## config.mk

```make
export PLATFORM = sky130hd
export DESIGN_NAME = reminder_scheduler
export DESIGN_NICKNAME = d
export VERILOG_FILES = /design/src/rtl/reminder_scheduler.sv
export SDC_FILE = /design/constraint.sdc
export NUM_CORES = 1
export LEC_CHECK = 0
export ABC_AREA = 1
export CAP_MARGIN = 10
export CORE_MARGIN = 2
export CORE_UTILIZATION = 45
export DETAILED_ROUTE_END_ITERATION = 10
export SLEW_MARGIN = 20
export SYNTH_ARGS = -nofsm -noshare
export SYNTH_HDL_FRONTEND = slang
export SYNTH_SLANG_ARGS = --single-unit
```

## constraint.sdc

```tcl
create_clock -name Clk -period 3.3 [get_ports Clk]
set_input_delay 0.66 -clock Clk [delete_from_list [all_inputs] [get_ports Clk]]
set_output_delay 0.66 -clock Clk [all_outputs]
set_load 0.02 [all_outputs]
```

## src/rtl/reminder_scheduler.sv

```systemverilog
// Medicine reminder scheduler: on each Tick, scans a 16-entry frequency RAM,
// ages per-medicine counters and raises an acknowledgeable alert for each due medicine.
module reminder_scheduler (
    input  logic       Clk,
    input  logic       Rst,
    input  logic       Tick,
    input  logic       Ack,
    input  logic [3:0] RdData,
    output logic       Read_En,
    output logic [3:0] R_Addr,
    output logic       Alert,
    output logic [3:0] AlertMedID,
    output logic       Busy,
    output logic       Overrun
);

    typedef enum logic [1:0] {StIdle, StScan, StFlush} state_e;

    state_e      state;
    logic [3:0]  cnt [16];
    logic [15:0] pending;

    // Delayed copy of the read strobe/address: RdData belongs to eval_id this cycle.
    logic        eval_en;
    logic [3:0]  eval_id;

    logic [3:0]  cnt_next;
    logic        fire;
    logic [15:0] pending_next;
    logic [3:0]  lowest_id;

    always_comb begin
        cnt_next = cnt[eval_id];
        fire     = 1'b0;
        if (RdData == 4'd0) begin
            cnt_next = 4'd0;
        end else if ({1'b0, cnt[eval_id]} + 5'd1 >= {1'b0, RdData}) begin
            cnt_next = 4'd0;
            fire     = 1'b1;
        end else begin
            cnt_next = cnt[eval_id] + 4'd1;
        end
    end

    // Ack clears first so that a same-cycle evaluation set takes priority.
    always_comb begin
        pending_next = pending;
        if (Alert && Ack) begin
            pending_next[AlertMedID] = 1'b0;
        end
        if (eval_en && fire) begin
            pending_next[eval_id] = 1'b1;
        end
    end

    always_comb begin
        lowest_id = 4'd0;
        for (int i = 15; i >= 0; i--) begin
            if (pending_next[i]) begin
                lowest_id = i[3:0];
            end
        end
    end

    always_ff @(posedge Clk or posedge Rst) begin
        if (Rst) begin
            state      <= StIdle;
            Read_En    <= 1'b0;
            R_Addr     <= 4'd0;
            Alert      <= 1'b0;
            AlertMedID <= 4'd0;
            Busy       <= 1'b0;
            Overrun    <= 1'b0;
            pending    <= 16'd0;
            eval_en    <= 1'b0;
            eval_id    <= 4'd0;
            for (int i = 0; i < 16; i++) begin
                cnt[i] <= 4'd0;
            end
        end else begin
            eval_en    <= Read_En;
            eval_id    <= R_Addr;
            pending    <= pending_next;
            Alert      <= |pending_next;
            AlertMedID <= lowest_id;
            Overrun    <= Tick && (state != StIdle);
            if (eval_en) begin
                cnt[eval_id] <= cnt_next;
            end
            unique case (state)
                StIdle: begin
                    if (Tick) begin
                        state   <= StScan;
                        Read_En <= 1'b1;
                        R_Addr  <= 4'd0;
                        Busy    <= 1'b1;
                    end
                end
                StScan: begin
                    if (R_Addr == 4'd15) begin
                        state   <= StFlush;
                        Read_En <= 1'b0;
                        R_Addr  <= 4'd0;
                    end else begin
                        R_Addr <= R_Addr + 4'd1;
                    end
                end
                StFlush: begin
                    state <= StIdle;
                    Busy  <= 1'b0;
                end
                default: begin
                    state   <= StIdle;
                    Read_En <= 1'b0;
                    Busy    <= 1'b0;
                end
            endcase
        end
    end

endmodule
```

==> reports/metrics.json <==
{
  "run_status": {
    "run_status": "finished with violations",
    "violations_in_the_final_reports": "setup timing"
  },
  "clocking": {
    "clk_latency_ns": 0.38,
    "cts_hold_buf": 0,
    "root_buffer": "sky130_fd_sc_hd__clkbuf_8",
    "clock_path_buffers": 2,
    "clkSlewWorstSetupHoldPaths_ns": 0.10,
    "cts_buffers": 9,
    "cts-htree-levels": 3,
    "clock_tree_from_tritoncts": "yes",
    "clock_sink_count": 99
  },
  "global_route": {
    "grt.overflow.total": 0,
    "first_global_vias": 3899,
    "grt_start_max_net_pins": 55,
    "initial_antenna_violation_count": 0,
    "global_route_wire_length_before_repair_mm": 19.9,
    "gr_util_all_layers": 0.230
  },
  "logic_synthesis": {
    "postSynth.asyncResetShare": 1.00,
    "synth_flop_cell": "sky130_fd_sc_hd__dfrtp_1",
    "mappedNetlistArea_um2": 4700,
    "synth_area_per_inst_um2": 8.04,
    "synth_sequential_area_ratio": 0.527,
    "synth_edf_count": 0,
    "synthesis.yosys.warnings": 0,
    "netlist_instances": 585,
    "synth_nets": 599,
    "synth.ff_latch_count": 99,
    "synth_cell_types": 37
  },
  "worst_setup_path": {
    "max_stage_delay_ns": 0.56,
    "type_of_the_setup_path_with_the_least_slack": "flop to flop",
    "path_delay_family": "simple AND/OR/NAND/NOR gates",
    "critical-path-top-cell-by-count": "sky130_fd_sc_hd__nand2_1",
    "critPathLaunchType": "flop",
    "worstSetupEndpointType": "flop",
    "worst_ep_arrival_time_ns": 3.94,
    "crit_fanout": 5,
    "critical_path.slowest_cell": "sky130_fd_sc_hd__or4_4",
    "critPathBufInv": 3,
    "worst_ep_required_time_ns": 3.58
  },
  "floorplan": {
    "pin_count": 20,
    "coreArea_um2": 10200,
    "die_h_um": 106,
    "dieWidth_um": 106,
    "die-area_um2": 11300,
    "initial_utilization": 0.459,
    "core.rowCount": 37
  },
  "worst_hold_path": {
    "min-delay-path-class": "flop to flop"
  },
  "timing": {
    "worst-slew-pin-transition_ns": 0.698,
    "timing.final.hold_violations": 0,
    "grt_setup_unrepaired": "true",
    "max_clock_freq_mhz": 273,
    "timing.final.crit_period_ns": 3.66,
    "timing.setup.tns_ns": -5.90,
    "clock_skew_ns": 0.00779,
    "final-setup-viol-count": 66,
    "finalMaxSlewViolations": 0,
    "worst_slack_ns": -0.358,
    "slew-limit-headroom": 0.534,
    "final_cycle_utilization_of_the_critical_path": 1.11
  },
  "finish": {
    "insertedDiodeCount": 0,
    "layout.cells.most_common_list": "sky130_fd_sc_hd__nand2_1 (212), sky130_fd_sc_hd__dfrtp_1 (97), sky130_fd_sc_hd__o21ai_0 (69)",
    "final_nets": 668,
    "fin_util": 0.570,
    "most_common_cell_after_layout_fill_and_taps_aside": "sky130_fd_sc_hd__nand2_1",
    "instances_no_fill": 795,
    "drive_gt1_frac": 0.181,
    "fin_area_um2": 5830,
    "area.growth.synth_to_final_pct": 24.0
  },
  "run": {
    "timing.max_cap.violations": 0
  },
  "detailed_routing": {
    "detail_route.drc_violations": 0,
    "post_route_antenna_net_violation_count": 0,
    "detail_route.iter0.violations": 215,
    "vias": 4114,
    "route.detailed.wl_per_inst_um": 15.2,
    "1st_pass_router_iterations": 5,
    "drt_wl_total_mm": 12.1,
    "via_cell_ratio": 5.17
  },
  "placement": {
    "place.detailed.instances": 774,
    "place_congestion": 0.912,
    "detailed_place.area_um2": 5370,
    "numPortBuffers": 19,
    "place.detailed.hpwl_mm": 8.78
  }
}
-- final cells by class --
cell class              instances  area (µm²)
repair buffers                 67         598
inverters                      65         249
multi-input cells             412        2130
clock inverters                 7        73.8
clock buffers                   9         124
fillers                       937        4400
well taps                     136         170
flip-flops and latches         99        2480
-- metal layers --
layer,wire (µm),global-route usage,vias up,part of all wire
li1,-,-,2014,-
met1,5630,0.323,1975,0.47
met2,5590,0.352,108,0.46
met3,611,0.0564,17,0.051
met4,246,0.0752,0,0.020
met5,0,0,-,0
-- sequential cells by signal, indices dropped and copies added, names as in the netlist --
| signal | count |
|---|---|
| R_Addr | 4 |
| cnt | 64 |
| Alert | 1 |
| state | 2 |
| Busy | 1 |
| eval_id | 4 |
| AlertMedID | 4 |
| pending | 16 |
| Overrun | 1 |
| Read_En | 1 |
| eval_en | 1 |
-- through the flow --
step / hold slack, ns / setup WS [ns]
after floorplan: 0.453 / -0.206
after global placement: 0.404 / -0.283
after detailed placement: 0.414 / -0.381
after CTS: 0.442 / -0.329
after global routing: 0.455 / -0.586
final: 0.435 / -0.358
-- worst paths after layout --
check,start,end,slack [ns],cells after the start
setup / recovery,eval_id[0]$_DFF_PP0_,AlertMedID[0]$_DFF_PP0_,-0.36,29
hold / removal,Read_En$_DFFE_PP0P_,eval_en$_DFF_PP0_,0.43,0
setup reg to reg,eval_id[0]$_DFF_PP0_,AlertMedID[0]$_DFF_PP0_,-0.36,29
hold reg to reg,Read_En$_DFFE_PP0P_,eval_en$_DFF_PP0_,0.43,0
max in group asynchronous,Rst,cnt[7]$_DFFE_PP0P_,1.87,3
min in group asynchronous,Rst,Busy$_DFFE_PP0P_,0.74,2
-- cell families (layout without fill, tap and decap cells) --
family          Yosys count  after routing  synth area share
flops                    99             99             0.527
simple gates            279            279             0.238
buf+inv                  74            148            0.0649
xor+xnor                  2              2           0.00373
fa+ha+maj                 6              6            0.0160
compound gates          125            125             0.150
-- timing repair --
action,in CTS,in global routing
setup buffers,5,1
setup endpoints to repair,71,74
hold endpoints to repair,0,0
pin swaps,21,10
gates resized for setup,47,19
-- synth_stat cells (2+ instances only) --
cell type                  instances  area, µm²
sky130_fd_sc_hd__nand2_4           3       33.8
sky130_fd_sc_hd__o21ai_0          88        440
sky130_fd_sc_hd__nand3_1           4       20.0
sky130_fd_sc_hd__nand2_1         216        811
sky130_fd_sc_hd__a22oi_1          16        120
sky130_fd_sc_hd__nor2_2            2       12.5
sky130_fd_sc_hd__nor3_1            2       10.0
sky130_fd_sc_hd__o21ai_2           2       17.5
sky130_fd_sc_hd__nand2_2           2       12.5
sky130_fd_sc_hd__clkbuf_1          4       15.0
sky130_fd_sc_hd__nand3_2           2       20.0
sky130_fd_sc_hd__nand4_1           3       18.8
sky130_fd_sc_hd__a31oi_1           2       12.5
sky130_fd_sc_hd__o21ai_1           2       10.0
sky130_fd_sc_hd__buf_4             2       15.0
sky130_fd_sc_hd__inv_1            58        218
sky130_fd_sc_hd__inv_2             6       22.5
sky130_fd_sc_hd__dfrtp_1          99       2480
sky130_fd_sc_hd__a21oi_1           8       40.0
sky130_fd_sc_hd__ha_1              6       75.1
sky130_fd_sc_hd__nor2_1           42        158
Power is not shown: default switching activity piles up to over one toggle a cycle in this logic, so the estimate is an artifact.
